<file path="src/rtl/aged_req_queue_if.sv">
// rtl/aged_req_queue_if.sv - request/issue handshake bundle for aged_req_queue
//
// Purpose: groups the upstream push channel, downstream issue channel, flush
// and occupancy status of aged_req_queue into one interface.
// Ports (signals):
//   in_valid/in_ready/in_op/in_addr     upstream request handshake
//   out_valid/out_ready/out_op/out_addr downstream issue handshake
//   flush                               discard all queued entries
//   count/full/empty                    occupancy status
// Modports: master = request producer / consumer side, slave = the queue.
interface aged_req_queue_if #(
    parameter int DEPTH  = 16,
    parameter int ADDR_W = 33,
    parameter int OP_W   = 2
);
    localparam int CNT_W = $clog2(DEPTH + 1);

    logic              in_valid;
    logic              in_ready;
    logic [OP_W-1:0]   in_op;
    logic [ADDR_W-1:0] in_addr;
    logic              out_valid;
    logic              out_ready;
    logic [OP_W-1:0]   out_op;
    logic [ADDR_W-1:0] out_addr;
    logic              flush;
    logic [CNT_W-1:0]  count;
    logic              full;
    logic              empty;

    modport master (
        output in_valid, in_op, in_addr, out_ready, flush,
        input  in_ready, out_valid, out_op, out_addr, count, full, empty
    );

    modport slave (
        input  in_valid, in_op, in_addr, out_ready, flush,
        output in_ready, out_valid, out_op, out_addr, count, full, empty
    );
endinterface

</file>
<file path="src/rtl/aged_req_queue.sv">
// rtl/aged_req_queue.sv - FIFO that releases each request only after MIN_AGE cycles
//
// Purpose: holds (opcode, address) requests in arrival order and offers the
// head downstream once it has aged MIN_AGE cycles. Backpressures when full.
// Ports:
//   CPU_clk  clock, rising edge
//   rst      synchronous active-high reset
//   bus      aged_req_queue_if.slave: request in, aged request out,
//            flush, count/full/empty status
module aged_req_queue #(
    parameter  int DEPTH   = 16,
    parameter  int MIN_AGE = 100,
    parameter  int ADDR_W  = 33,
    parameter  int OP_W    = 2,
    localparam int AGE_W   = (MIN_AGE < 1) ? 1 : $clog2(MIN_AGE + 1),
    localparam int CNT_W   = $clog2(DEPTH + 1)
) (
    input logic             CPU_clk,
    input logic             rst,
    aged_req_queue_if.slave bus
);
    localparam int               PTR_W    = $clog2(DEPTH);
    localparam logic [PTR_W-1:0] LAST_IDX = PTR_W'(DEPTH - 1);
    localparam logic [AGE_W-1:0] AGE_MAX  = AGE_W'(MIN_AGE);
    localparam logic [CNT_W-1:0] CNT_FULL = CNT_W'(DEPTH);

    logic [DEPTH-1:0]  valid_q, valid_d;
    logic [AGE_W-1:0]  age_q [DEPTH];
    logic [AGE_W-1:0]  age_d [DEPTH];
    logic [OP_W-1:0]   op_q  [DEPTH];
    logic [ADDR_W-1:0] addr_q[DEPTH];
    logic [PTR_W-1:0]  wr_ptr_q, wr_ptr_d;
    logic [PTR_W-1:0]  rd_ptr_q, rd_ptr_d;
    logic [CNT_W-1:0]  count_q, count_d;

    logic full_w, empty_w, out_valid_w, push, pop;

    // Status comes only from registered state, so in_valid/out_ready never
    // reach full/empty/count/in_ready combinationally.
    assign full_w      = (count_q == CNT_FULL);
    assign empty_w     = (count_q == '0);
    assign out_valid_w = !empty_w && valid_q[rd_ptr_q] && (age_q[rd_ptr_q] == AGE_MAX);
    assign push        = bus.in_valid && !full_w;
    assign pop         = out_valid_w && bus.out_ready;

    assign bus.in_ready  = !full_w;
    assign bus.full      = full_w;
    assign bus.empty     = empty_w;
    assign bus.count     = count_q;
    assign bus.out_valid = out_valid_w;
    assign bus.out_op    = out_valid_w ? op_q[rd_ptr_q]   : '0;
    assign bus.out_addr  = out_valid_w ? addr_q[rd_ptr_q] : '0;

    always_comb begin
        valid_d  = valid_q;
        age_d    = age_q;
        wr_ptr_d = wr_ptr_q;
        rd_ptr_d = rd_ptr_q;
        count_d  = count_q;
        if (bus.flush) begin
            // Flush wins over any push or pop requested in the same cycle.
            valid_d  = '0;
            for (int i = 0; i < DEPTH; i++) begin
                age_d[i] = '0;
            end
            wr_ptr_d = '0;
            rd_ptr_d = '0;
            count_d  = '0;
        end else begin
            // Ages saturate at MIN_AGE so a stalled head never wraps back
            // to ineligible.
            for (int i = 0; i < DEPTH; i++) begin
                if (valid_q[i] && (age_q[i] != AGE_MAX)) begin
                    age_d[i] = age_q[i] + 1'b1;
                end
            end
            if (pop) begin
                valid_d[rd_ptr_q] = 1'b0;
                age_d[rd_ptr_q]   = '0;
                rd_ptr_d          = (rd_ptr_q == LAST_IDX) ? '0 : rd_ptr_q + 1'b1;
            end
            // A push can only target the popped slot when the queue was full,
            // and no push is accepted then, so push after pop is safe.
            if (push) begin
                valid_d[wr_ptr_q] = 1'b1;
                age_d[wr_ptr_q]   = '0;
                wr_ptr_d          = (wr_ptr_q == LAST_IDX) ? '0 : wr_ptr_q + 1'b1;
            end
            if (push && !pop) begin
                count_d = count_q + 1'b1;
            end else if (pop && !push) begin
                count_d = count_q - 1'b1;
            end
        end
    end

    always_ff @(posedge CPU_clk) begin
        if (rst) begin
            valid_q  <= '0;
            for (int i = 0; i < DEPTH; i++) begin
                age_q[i] <= '0;
            end
            wr_ptr_q <= '0;
            rd_ptr_q <= '0;
            count_q  <= '0;
        end else begin
            valid_q  <= valid_d;
            age_q    <= age_d;
            wr_ptr_q <= wr_ptr_d;
            rd_ptr_q <= rd_ptr_d;
            count_q  <= count_d;
        end
    end

    // Payload storage needs no reset: it is only visible behind valid_q.
    always_ff @(posedge CPU_clk) begin
        if (push && !bus.flush) begin
            op_q[wr_ptr_q]   <= bus.in_op;
            addr_q[wr_ptr_q] <= bus.in_addr;
        end
    end

    a_no_push_full: assert property (@(posedge CPU_clk) disable iff (rst) !(push && full_w));
    a_count_bound:  assert property (@(posedge CPU_clk) count_q <= CNT_FULL);
    a_pop_aged:     assert property (@(posedge CPU_clk) disable iff (rst)
                                     pop |-> (age_q[rd_ptr_q] == AGE_MAX));
endmodule

</file>
<file path="src/flat_wrapper.sv">
// flat-port wrapper written by rule: the top's interface ports become plain ports
module aged_req_queue_flat 
#(
    parameter  int DEPTH   = 16,
    parameter  int MIN_AGE = 100,
    parameter  int ADDR_W  = 33,
    parameter  int OP_W    = 2,
    localparam int AGE_W   = (MIN_AGE < 1) ? 1 : $clog2(MIN_AGE + 1),
    localparam int CNT_W   = $clog2(DEPTH + 1)
)
  (CPU_clk, rst, bus_in_valid, bus_in_op, bus_in_addr, bus_out_ready, bus_flush, bus_in_ready, bus_out_valid, bus_out_op, bus_out_addr, bus_count, bus_full, bus_empty);
  aged_req_queue_if #(.DEPTH(DEPTH), .ADDR_W(ADDR_W), .OP_W(OP_W)) bus_i ();
  input logic CPU_clk;
  input logic rst;
  input wire logic [$bits(bus_i.in_valid)-1:0] bus_in_valid;
  input wire logic [$bits(bus_i.in_op)-1:0] bus_in_op;
  input wire logic [$bits(bus_i.in_addr)-1:0] bus_in_addr;
  input wire logic [$bits(bus_i.out_ready)-1:0] bus_out_ready;
  input wire logic [$bits(bus_i.flush)-1:0] bus_flush;
  output wire logic [$bits(bus_i.in_ready)-1:0] bus_in_ready;
  output wire logic [$bits(bus_i.out_valid)-1:0] bus_out_valid;
  output wire logic [$bits(bus_i.out_op)-1:0] bus_out_op;
  output wire logic [$bits(bus_i.out_addr)-1:0] bus_out_addr;
  output wire logic [$bits(bus_i.count)-1:0] bus_count;
  output wire logic [$bits(bus_i.full)-1:0] bus_full;
  output wire logic [$bits(bus_i.empty)-1:0] bus_empty;
  assign bus_i.in_valid = bus_in_valid;
  assign bus_i.in_op = bus_in_op;
  assign bus_i.in_addr = bus_in_addr;
  assign bus_i.out_ready = bus_out_ready;
  assign bus_i.flush = bus_flush;
  assign bus_in_ready = bus_i.in_ready;
  assign bus_out_valid = bus_i.out_valid;
  assign bus_out_op = bus_i.out_op;
  assign bus_out_addr = bus_i.out_addr;
  assign bus_count = bus_i.count;
  assign bus_full = bus_i.full;
  assign bus_empty = bus_i.empty;
  aged_req_queue #(.DEPTH(DEPTH), .MIN_AGE(MIN_AGE), .ADDR_W(ADDR_W), .OP_W(OP_W)) u_core (.CPU_clk(CPU_clk), .rst(rst), .bus(bus_i));
endmodule
</file>
<file path="config.mk">
export PLATFORM = sky130hd
export DESIGN_NAME = aged_req_queue_flat
export DESIGN_NICKNAME = d
export VERILOG_FILES = /design/src/rtl/aged_req_queue_if.sv /design/src/rtl/aged_req_queue.sv /design/src/flat_wrapper.sv
export SDC_FILE = /design/constraint.sdc
export NUM_CORES = 1
export LEC_CHECK = 0
export ABC_AREA = 0
export CAP_MARGIN = 10
export CORE_MARGIN = 4
export CORE_UTILIZATION = 50
export DETAILED_ROUTE_END_ITERATION = 12
export GPL_ROUTABILITY_DRIVEN = 0
export PLACE_DENSITY = 0.74
export REMOVE_ABC_BUFFERS = 1
export SYNTH_ARGS = -nofsm -noshare
export SYNTH_HDL_FRONTEND = slang
export SYNTH_SLANG_ARGS = --single-unit
</file>
<file path="constraint.sdc">
create_clock -name CPU_clk -period 4.1 [get_ports CPU_clk]
set_input_delay 1.025 -clock CPU_clk [delete_from_list [all_inputs] [get_ports CPU_clk]]
set_output_delay 1.025 -clock CPU_clk [all_outputs]
set_load 0.005 [all_outputs]
</file>
# Word level (Yosys, flattened, before mapping)
# Memory sizes are Yosys's and may differ from the RTL's. A register that Yosys moved wholly into a read port is not among the register bits.
# Index checks and enable logic that the tools add are counted.
# word_totals
register_bits	141
ram_bits	560
n_memories	2
# op_classes
n_mux	63
add_sub_neg	20
order_cmp	8
reduce_logical	35
n_eq_ne	20
bitwise	9
# mem_list
name	depth	width	read_ports	rd_ports_with_merged_regs	write_ports	line	source
u_core.addr_q	16	33	1	1	1	aged_req_queue.sv:31	logic [ADDR_W-1:0] addr_q[DEPTH];
u_core.op_q	16	2	1	1	1	aged_req_queue.sv:30	logic [OP_W-1:0] op_q [DEPTH];
# ops
cell	n
112-bit 2-to-1 mux	3
7-bit 2-to-1 mux	36
112-bit bitwise AND	2
112-bit NOT	2
7-bit by 1-bit adder with 7-bit output, second input constant	16
7-bit != test, second input constant	16
7-bit demux with 4-bit select	2
16-bit 2-to-1 mux	3
33-bit 2-to-1 mux	1
7-bit binary-select mux with 4-bit select	1
1-bit logical AND	27
4-bit 2-to-1 mux	6
16-bit bitwise AND	1
16-bit NOT	1
16-bit bitwise OR	1
5-bit greater-or-equal comparator, second input constant	2
4-bit by 5-bit < comparator with 1-bit output, second input constant	2
5-bit by 1-bit < comparator with 1-bit output, second input constant	2
5-bit 2-to-1 mux	2
4-bit NOT with 5-bit output	2
4-bit by 1-bit adder with 4-bit output, second input constant	2
1-bit demux with 4-bit select	2
4-bit == test, second input constant	2
4-bit by 1-bit greater-or-equal comparator with 1-bit output, second input constant	2
11 further kinds	19

# Depth between registers and ports, before layout
# Gate-level depths: netlist (run 1).
# depth
ltp_word	11
depth_mapped	18
depth_no_buf	15

# Worst setup path after synthesis (run 1)
# Ideal clock, no wire load.
# synth_path
kind	input to register
startpoint	input port bus_in_valid
endpoint	memory u_core.addr_q[0][0] (enable)
cell_stages	6
n_path_buf	3
setup_slack_ns	-0.051
arrival_time_ns	3.724
cell_sequence	a21boi_0 clkbuf_1 clkbuf_1 clkbuf_1 nand3_1 nor2_1
# synth_via
elab_chain_cells	4
# synth_rtl
item	line	source
from (decl)	flat_wrapper.sv:15	input wire logic [$bits(bus_i.in_valid)-1:0] bus_in_valid;
1-bit logical AND	aged_req_queue.sv:43	assign push = bus.in_valid && !full_w;
via u_core.push	aged_req_queue.sv:36	logic full_w, empty_w, out_valid_w, push, pop;
1-bit logical AND	aged_req_queue.sv:117	if (push && !bus.flush) begin
1-bit 2-to-1 mux	aged_req_queue.sv:117	
1-bit 2-to-1 mux (not written as such)	aged_req_queue.sv:119	addr_q[wr_ptr_q] <= bus.in_addr;
to (decl)	aged_req_queue.sv:31	
# The timed path passes the listed nets, and every way through them passes these cells.

# Final worst setup path (run 1)
# layout_path
startpoint	register u_core.rd_ptr_q[0]
endpoint	output port bus_out_addr[21]
# layout_via
elab_chain_cells	7
# layout_rtl
item	line	source
from (decl)	aged_req_queue.sv:33	logic [PTR_W-1:0] rd_ptr_q, rd_ptr_d;
from (signal assigned)	aged_req_queue.sv:110	rd_ptr_q <= rd_ptr_d;
4-bit NOT with 5-bit output (not written as such)	aged_req_queue.sv:42	assign out_valid_w = !empty_w && valid_q[rd_ptr_q] && (age_q[rd_ptr_q] == AGE_MAX);
7-bit binary-select mux with 4-bit select	aged_req_queue.sv:42	
7-bit 2-to-1 mux (not written as such) (2 in series)	aged_req_queue.sv:42	
7-bit == test	aged_req_queue.sv:42	
1-bit logical AND (*)	aged_req_queue.sv:42	
33-bit 2-to-1 mux (*)	aged_req_queue.sv:52	assign bus.out_addr = out_valid_w ? addr_q[rd_ptr_q] : '0;
to (decl)	flat_wrapper.sv:23	output wire logic [$bits(bus_i.out_addr)-1:0] bus_out_addr;
# Mark *: on every way between the ends. The rest lies on a longest branch, timed or not. The select of a mux whose other input is x is not followed.

==> results by group, run 1 <==
Power and ir drop
  • Clock power frac: 0.449
  • Maximum VDD drop: 0.0002902 V
  • Sw Ratio: 0.1977
  • Pwr per Cell Area: 421.1 mW/mm^2
  • Pint: 11.74 mW
  • Leak Pwr: 10.89 nW
  • Comb pwr share: 0.021
  • Reg power frac: 0.530
  • P_sw: 2.893 mW

Layout
  • Share of layout cells above drive strength 1: 0.2403
  • Multi-input logic area: 0.009532 sq mm
  • Reg area: 0.01974 sq mm
  • Fin nets: 1986
  • Fin util: 0.5978
  • Non-Filler Instances: 2718
  • FILL cells: 4120
  • Area delta synth->final: 17.35%

Route
  • Drt first pass iters: 6
  • Antenna Nets Post-Route: 0
  • 1st-iter DRT viols: 1923
  • Vias/cell: 6.237
  • # DRC: 0
  • Routed WL per cell: 26.21 microns
  • Via count: 16950
  • WL final: 71240 microns

Logic synthesis
  • Main flop type after synthesis: edfxtp_1
  • Syn Inst Count: 1749
  • Sequential area share after synthesis: 0.6658
  • Synthesized area per cell: 16.93 sq um
  • Top cells by area, synth: edfxtp_1, mux4_2, dfxtp_1
  • Post-synthesis cell area: 0.02962 sq mm
  • Unique masters post-synth: 55
  • Asr flop ratio synth: 0
  • Most frequent cell after synthesis: edfxtp_1
  • Post-synth top cells: edfxtp_1, mux4_2, dfxtp_1, nand2_1, xor2_1
  • Cell taking the most area after synthesis: edfxtp_1
  • Syn. warnings: 0
  • Post-synth EDFFs: 560
  • #FFs+latches synth: 705
  • Share of Yosys cell area claimed by the top area cell type: 0.5678

Place
  • PortBufs: 83
  • Worst Setup Slack post-DPL: 0.1483 ns
  • Inst Count DP: 2560
  • Final HPWL DP: 38210 microns

Min path
  • Hold crit path type: flop to flop
  • Hold endpoint: u_core.valid_q[14]
  • WHS Path Cells: 2
  • Worst hold path startpoint: u_core.valid_q[14]

Timing
  • Slew Viols, Final: 0
  • Worst-margin pin slew: 0.9181 ns
  • Fmax: 232.9 MHz
  • Slew margin rel.: 0.3879
  • RSZ-0062 raised after global routing: true
  • Worst setup margin: -0.1944 ns
  • Fin crit period: 4.294 ns
  • Final period util: 1.047
  • Hold Fails Final Rpt: 0
  • Final setup vio count: 21
  • Clock skew: 0.02164 ns

Clocking
  • Clk pin slew, worst setup/hold paths: 0.06 ns
  • Htree depth: 3
  • CTS tree: yes
  • Total CTS buffers: 72
  • Clock Sinks: 705
  • Clock latency at the later pin of the worst-skew pair: 0.62 ns
  • Clock buffer depth: 3
  • Clk root buf: clkbuf_16

Setup path
  • Crit path capture type: output pin
  • Reg2Reg Depth: 16
  • Critical Path, Cell by Cell: buf_4, mux4_2, a22oi_1, nand2_1, nand3_2, nor3_4, buf_12, buf_12, buf_16, buf_4, and2_1, dlygate4sd2_1
  • Slowest cell delay on critical path: 0.53 ns
  • Req. time, crit path: 3.07 ns
  • R2r setup slk: 0.31 ns
  • Crit Reg-Reg Startpoint: u_core.rd_ptr_q[0]
  • Worst setup path category: flop to output pin
  • Worst setup SP type: flop
  • R2R Path End: u_core.bus.count[4]
  • Crit Path Max Fanout: 6
  • Bufs and invs on worst path: 6
  • Slowest CP cell: mux4_2
  • Largest delay share family, worst path: buffers and inverters
  • CP Data Arrival Time: 3.27 ns

Floorplan
  • Die Height: 251.4 microns
  • Core Region: 0.05814 sq mm
  • Die Wd: 251.4 microns
  • Initial core utilization: 0.5094
  • Die Area: 0.06319 sq mm
  • Row count: 88
  • Ports: 84

Global route
  • Initial antenna violation count: 3
  • Number of global-route vias before repair: 16930
  • GR Overflow Total: 0
  • Largest net degree at the start of global routing: 75
  • Gr usage total: 0.2247
  • First-pass GRT wire length: 107800 microns

Flow run
  • Max cap viols: 0

Status
  • Status: finished, violations left
  • Failing checks: negative setup slack
[tightest hold or removal path, stage by stage (launching register included)]
cell and delay, ns:
dfxtp_1 0.34, o41ai_1 0.07, a21oi_1 0.06
[kinds of logic after synthesis]
family,count (synthesis),share of synthesized area
and+or+nand+nor,453,0.09117
xor gates and xnor gates,102,0.03016
adders and majority gates,45,0.01926
DFF,705,0.6658
muxes,208,0.1523
buffers and inverters,144,0.02024
AOI/OAI and AO/OA,92,0.02112
[placed cells by master (no fill, tap or decap), drive strengths merged, types with 6 or more instances in the layout]
master / instances
nand2: 83
mux4: 194
clkbuf: 95
clkdlybuf4s50: 46
bufinv: 8
nor4bb: 9
nor2: 57
and2: 39
edfxtp: 560
dlygate4sd2: 20
nor4: 77
o41ai: 7
nor3: 53
or2: 16
inv: 58
mux2i: 14
nor3b: 7
a31oi: 13
and3: 20
ha: 44
o31a: 8
nand3: 21
a22oi: 6
o21ai: 8
a21oi: 30
xnor2: 37
clkdlybuf4s15: 6
buf: 84
dfxtp: 145
clkinv: 22
nand4: 45
nor2b: 11
dlymetal6s2s: 6
xor2: 65
[power groups by stage]
stage | Sequential, mW | Clock, mW | Combinational, mW
floorplan | 7.90 | 0 | 0.111
global placement | 7.90 | 0 | 0.286
detailed placement | 7.90 | 0 | 0.297
global route | 7.75 | 7.02 | 0.332
finish | 7.75 | 6.58 | 0.307
CTS | 7.75 | 6.67 | 0.304
[through the flow]
stage	total power, mW	cell area, sq um	hold WS (ns)	setup TNS (ns)
2_1_floorplan	8.012	29220	0.4613	-572.60
3_3_place_gp	8.186	31860	0.5108	0
3_5_place_dp	8.199	31860	0.5041	0
4_1_cts	14.72	34530	0.5208	-2.158
5_1_grt	15.10	34750	0.5488	-4.148
6_report	14.64	34760	0.5299	-2.333
[layer usage]
layer  routed length, microns  up-vias  share of wire  global-route usage
met3                     5660      107          0.079             0.03786
li1                         -     7260              -                   -
met2                    36150      820           0.51              0.3784
met1                    27950     8765           0.39              0.3114
met4                     1484        0          0.021             0.05342
met5                        0        -              0                   0
[repair_timing]
item / CTS / global route
setup endpoints to repair: 36 / 35
cloned: 4 / 1
buffers inserted: 14 / 13
pin swaps: 5 / 4
gates resized for setup: 63 / 29
hold buffers: 0 / 0
[sequential cells by signal, summed over array words and instances, names as in the netlist, named ones only]
| register | cells |
|---|---|
| u_core.addr_q | 528 |
| u_core.age_q | 112 |
| u_core.op_q | 32 |
| u_core.valid_q | 16 |
| u_core.bus.count | 5 |
| u_core.rd_ptr_q | 4 |
| u_core.wr_ptr_q | 4 |
[cell type report]
class / instances / area share
clock inverters: 34 / 0.01195
multi-input cells: 900 / 0.2742
clock buffers: 91 / 0.05623
inverters: 55 / 0.005940
diodes: 1 / 0.00007200
repair buffers: 167 / 0.05612
flip-flops and latches: 705 / 0.5679
well taps: 765 / 0.02754
[worst max-delay path by stage]
stage	from	end	slack [ns]	cells after the start
floorplan	flop	bus_out_addr[0]	-3.98	3
global placement	u_core.rd_ptr_q[0]	bus_out_addr[16]	0.26	8
detailed placement	u_core.rd_ptr_q[0]	bus_out_addr[18]	0.15	9
CTS	u_core.rd_ptr_q[0]	bus_out_addr[29]	-0.25	9
global route	u_core.rd_ptr_q[0]	bus_out_addr[24]	-0.26	11
finish	u_core.rd_ptr_q[0]	bus_out_addr[21]	-0.19	12
Power figures use the tool's default switching activity.
==> inputs of run 2 (changes only) <==
Settings changed: ABC_AREA 0 to not set.
==> results of run 2 <==
No change in the layout: final DEF, timing and power equal those of run 1.
==> inputs of run 3 (changes only) <==
Settings changed: CORE_MARGIN 4 to 1.5.
==> run 3 against run 2 <==
Highest routed layer is now met5; sequential power about the same; critical endpoint is now bus_out_addr[8]; combinational power about the same; core utilization about the same; the flow now finishes without violations.
==> results by group, run 3 (same netlist as run 1, synthesis figures left out) <==
Clocking
  • Htree depth: 3 (unchanged)
  • CTS tree: yes
  • Total CTS buffers: 74 (+2.8%)
  • Clock Sinks: 705 (unchanged)
  • Post-cts hold buffer count: 0 (unchanged)
  • Clock buffer depth: 3 (unchanged)
  • Clk root buf: clkbuf_16
  • Clk pin slew, worst setup/hold paths: 0.06 ns (about the same)
  • Clock latency at the later pin of the worst-skew pair: 0.63 ns (about the same)

Place
  • Final HPWL DP: 38350 microns (+0.37%)
  • PortBufs: 83 (unchanged)

Layout
  • Commonest cells after routing, fill and taps aside: edfxtp_1, mux4_2, dfxtp_1
  • Diode count: 0 (-1)
  • Largest register FFs: 528 (unchanged)
  • Fin nets: 1999 (+0.65%)
  • Area delta synth->final: 18.68%
  • Commonest non-fill, non-tap cell in the layout: edfxtp_1
  • Share of layout cells above drive strength 1: 0.2828 (+0.04255)
  • Top flop regs: u_core.addr_q (528), u_core.age_q (112), u_core.op_q (32)
  • FILL cells: 4156 (+0.87%)
  • Largest Register: u_core.addr_q
  • Fin util: 0.5978 (about the same)

Global route
  • GR Overflow Total: 0 (unchanged)
  • Number of global-route vias before repair: 17330 (+2.4%)
  • First-pass GRT wire length: 109500 microns (+1.6%)
  • Gr usage total: 0.2444 (+0.01972)
  • Initial antenna violation count: 3 (unchanged)
  • Largest net degree at the start of global routing: 57 (-24%)

Route
  • Antenna Nets Post-Route: 0 (unchanged)
  • Routed WL per cell: 26.45 microns (+0.90%)
  • Vias/cell: 6.237 (about the same)
  • Met3 wire len: 5673 microns (+0.23%)
  • Via count: 17130 (+1.0%)
  • Metal-1 WL: 28750 microns (+2.9%)
  • Met2 routed WL: 36420 microns (+0.74%)
  • Top layer in use: met5
  • Drt first pass iters: 5 (-1)
  • 1st-iter DRT viols: 1809 (-5.9%)
  • WL final: 72620 microns (+1.9%)
  • # DRC: 0 (unchanged)

Setup path
  • Req. time, crit path: 3.07 ns (about the same)
  • Slowest CP cell: dfxtp_4
  • Critical Path Source: u_core.rd_ptr_q[0]
  • Crit path capture type: output pin
  • R2r setup slk: 0.17 ns (-0.14 ns)
  • CP Data Arrival Time: 3.02 ns (-0.25 ns)
  • Largest delay share family, worst path: simple AND/OR/NAND/NOR gates
  • Critical Path, Cell by Cell: buf_6, buf_16, nor3_2, a2111oi_2, nor4_4, nand3_2, nor3_4, buf_6, buf_12, buf_16, and2_4, buf_6
  • Worst setup SP type: flop
  • Worst setup path category: flop to output pin
  • CP most frequent cell: buf_6
  • Slowest cell delay on critical path: 0.36 ns (-0.17 ns)
  • Bufs and invs on worst path: 6 (unchanged)
  • Crit Reg-Reg Startpoint: u_core.rd_ptr_q[0]
  • Crit Path Max Fanout: 5 (-1)

Power and ir drop
  • Reg power frac: 0.516 (-0.014)
  • Leak Pwr: 10.93 nW (+0.43%)
  • Pwr per Cell Area: 426.9 mW/mm^2 (+1.4%)
  • Clock power frac: 0.463 (+0.014)
  • Pint: 11.97 mW (+2.0%)
  • Comb pwr share: 0.020 (about the same)
  • Maximum VDD drop: 0.0003482 V (+20%)
  • P_sw: 3.030 mW (+4.7%)
  • Sw Ratio: 0.2019 (+0.004262)

Timing
  • Fmax: 246.9 MHz (+6.0%)
  • Final period util: 0.9878 (-0.05964)
  • Fin crit period: 4.050 ns (-0.2445 ns)
  • Hold Fails Final Rpt: 0 (unchanged)
  • Setup TNS: 0 ns (+2.333 ns)
  • Slew margin rel.: 0.3886 (+0.0006220)
  • Worst-margin pin slew: 0.9088 ns (-0.009315 ns)
  • Final setup vio count: 0 (-100%)
  • Clock skew: 0.03137 ns (+0.009732 ns)
  • RSZ-0062 raised after global routing: true
  • Slew Viols, Final: 0 (unchanged)

Status
  • Status: completed

Floorplan
  • Core Region: 0.05880 sq mm (+1.1%)
  • Die Wd: 246.4 microns (-2.0%)
  • Initial core utilization: 0.5037 (-0.005724)
  • Die Area: 0.06070 sq mm (-3.9%)
  • Die Height: 246.4 microns (-2.0%)
  • Ports: 84 (unchanged)
  • Row count: 89 (+1.1%)

Flow run
  • Max cap viols: 0 (unchanged)

Min path
  • Hold crit path type: flop to flop
  • Worst hold path startpoint: u_core.valid_q[2]
==> run 3: cell types whose count changed in the layout (fill, tap and decap cells not counted), moves of 7 or more <==
cell / previous run / this run
dlygate4sd2_1: 20 / 0
buf_6: 2 / 27
and2_4: 6 / 26
clkinvlp_4: 1 / 8
clkinv_2: 9 / 17
buf_2: 2 / 20
and2_1: 31 / 10
==> run 3: power groups by stage <==
stage | Clock, mW | Combinational (mW) | Sequential [mW]
after global routing | 7.33 | 0.327 | 7.75
final | 6.95 | 0.304 | 7.75
after detailed placement | 0 | 0.294 | 7.90
after floorplan | 0 | 0.111 | 7.90
after global placement | 0 | 0.281 | 7.90
after CTS | 7.06 | 0.298 | 7.75
==> run 3: timing repair <==
| action | 4_1_cts | 5_1_grt |
|---|---|---|
| cloned | 8 | 0 |
| resized for setup | 230 | 26 |
| endpoints found under the setup margin | 36 | 36 |
| pin swaps | 11 | 9 |
| buffers inserted | 33 | 7 |
==> run 3: tightest hold or removal path: stages, from the launching register on <==
cell	delay [ns]
dfxtp_1	0.34
o31ai_1	0.07
a21oi_1	0.06
==> run 3: cell type report <==
type | instances | area [sq um] | area share
clock buffers | 85 | 1978 | 0.05628
well taps | 773 | 967.2 | 0.02752
repair buffers | 178 | 2049 | 0.05831
multi-input cells | 900 | 9642 | 0.2743
inverters | 55 | 210.2 | 0.005980
flip-flops and latches | 705 | 19740 | 0.5617
clock inverters | 50 | 558.0 | 0.01588
==> run 3: worst paths after layout <==
check | depth (start not counted) | end
hold reg to reg | 2 | u_core.valid_q[2]
setup reg to reg | 17 | u_core.bus.count[4]
setup / recovery | 12 | bus_out_addr[8]
hold / removal | 2 | u_core.valid_q[2]
==> run 3: through the flow <==
step           instance area [sq um]  hold slack [ns]  worst slack, ns  instances  power (mW)
2_1_floorplan                  29220           0.4613           -3.983       1660       8.012
3_3_place_gp                   31860           0.5116           0.1856       2568       8.181
3_5_place_dp                   31860           0.5090          0.07398       2568       8.196
4_1_cts                        35080           0.5197         -0.07095       2743       15.11
5_1_grt                        35150           0.5325         -0.05045       2746       15.41
6_report                       35150           0.5221          0.05008       2746       15.00
==> run 3: routing by layer <==
layer	GRT usage	vias to the layer above
li1	-	7299
met1	0.3293	8861
met2	0.4080	840
met3	0.04281	121
met4	0.07317	6
met5	0	-
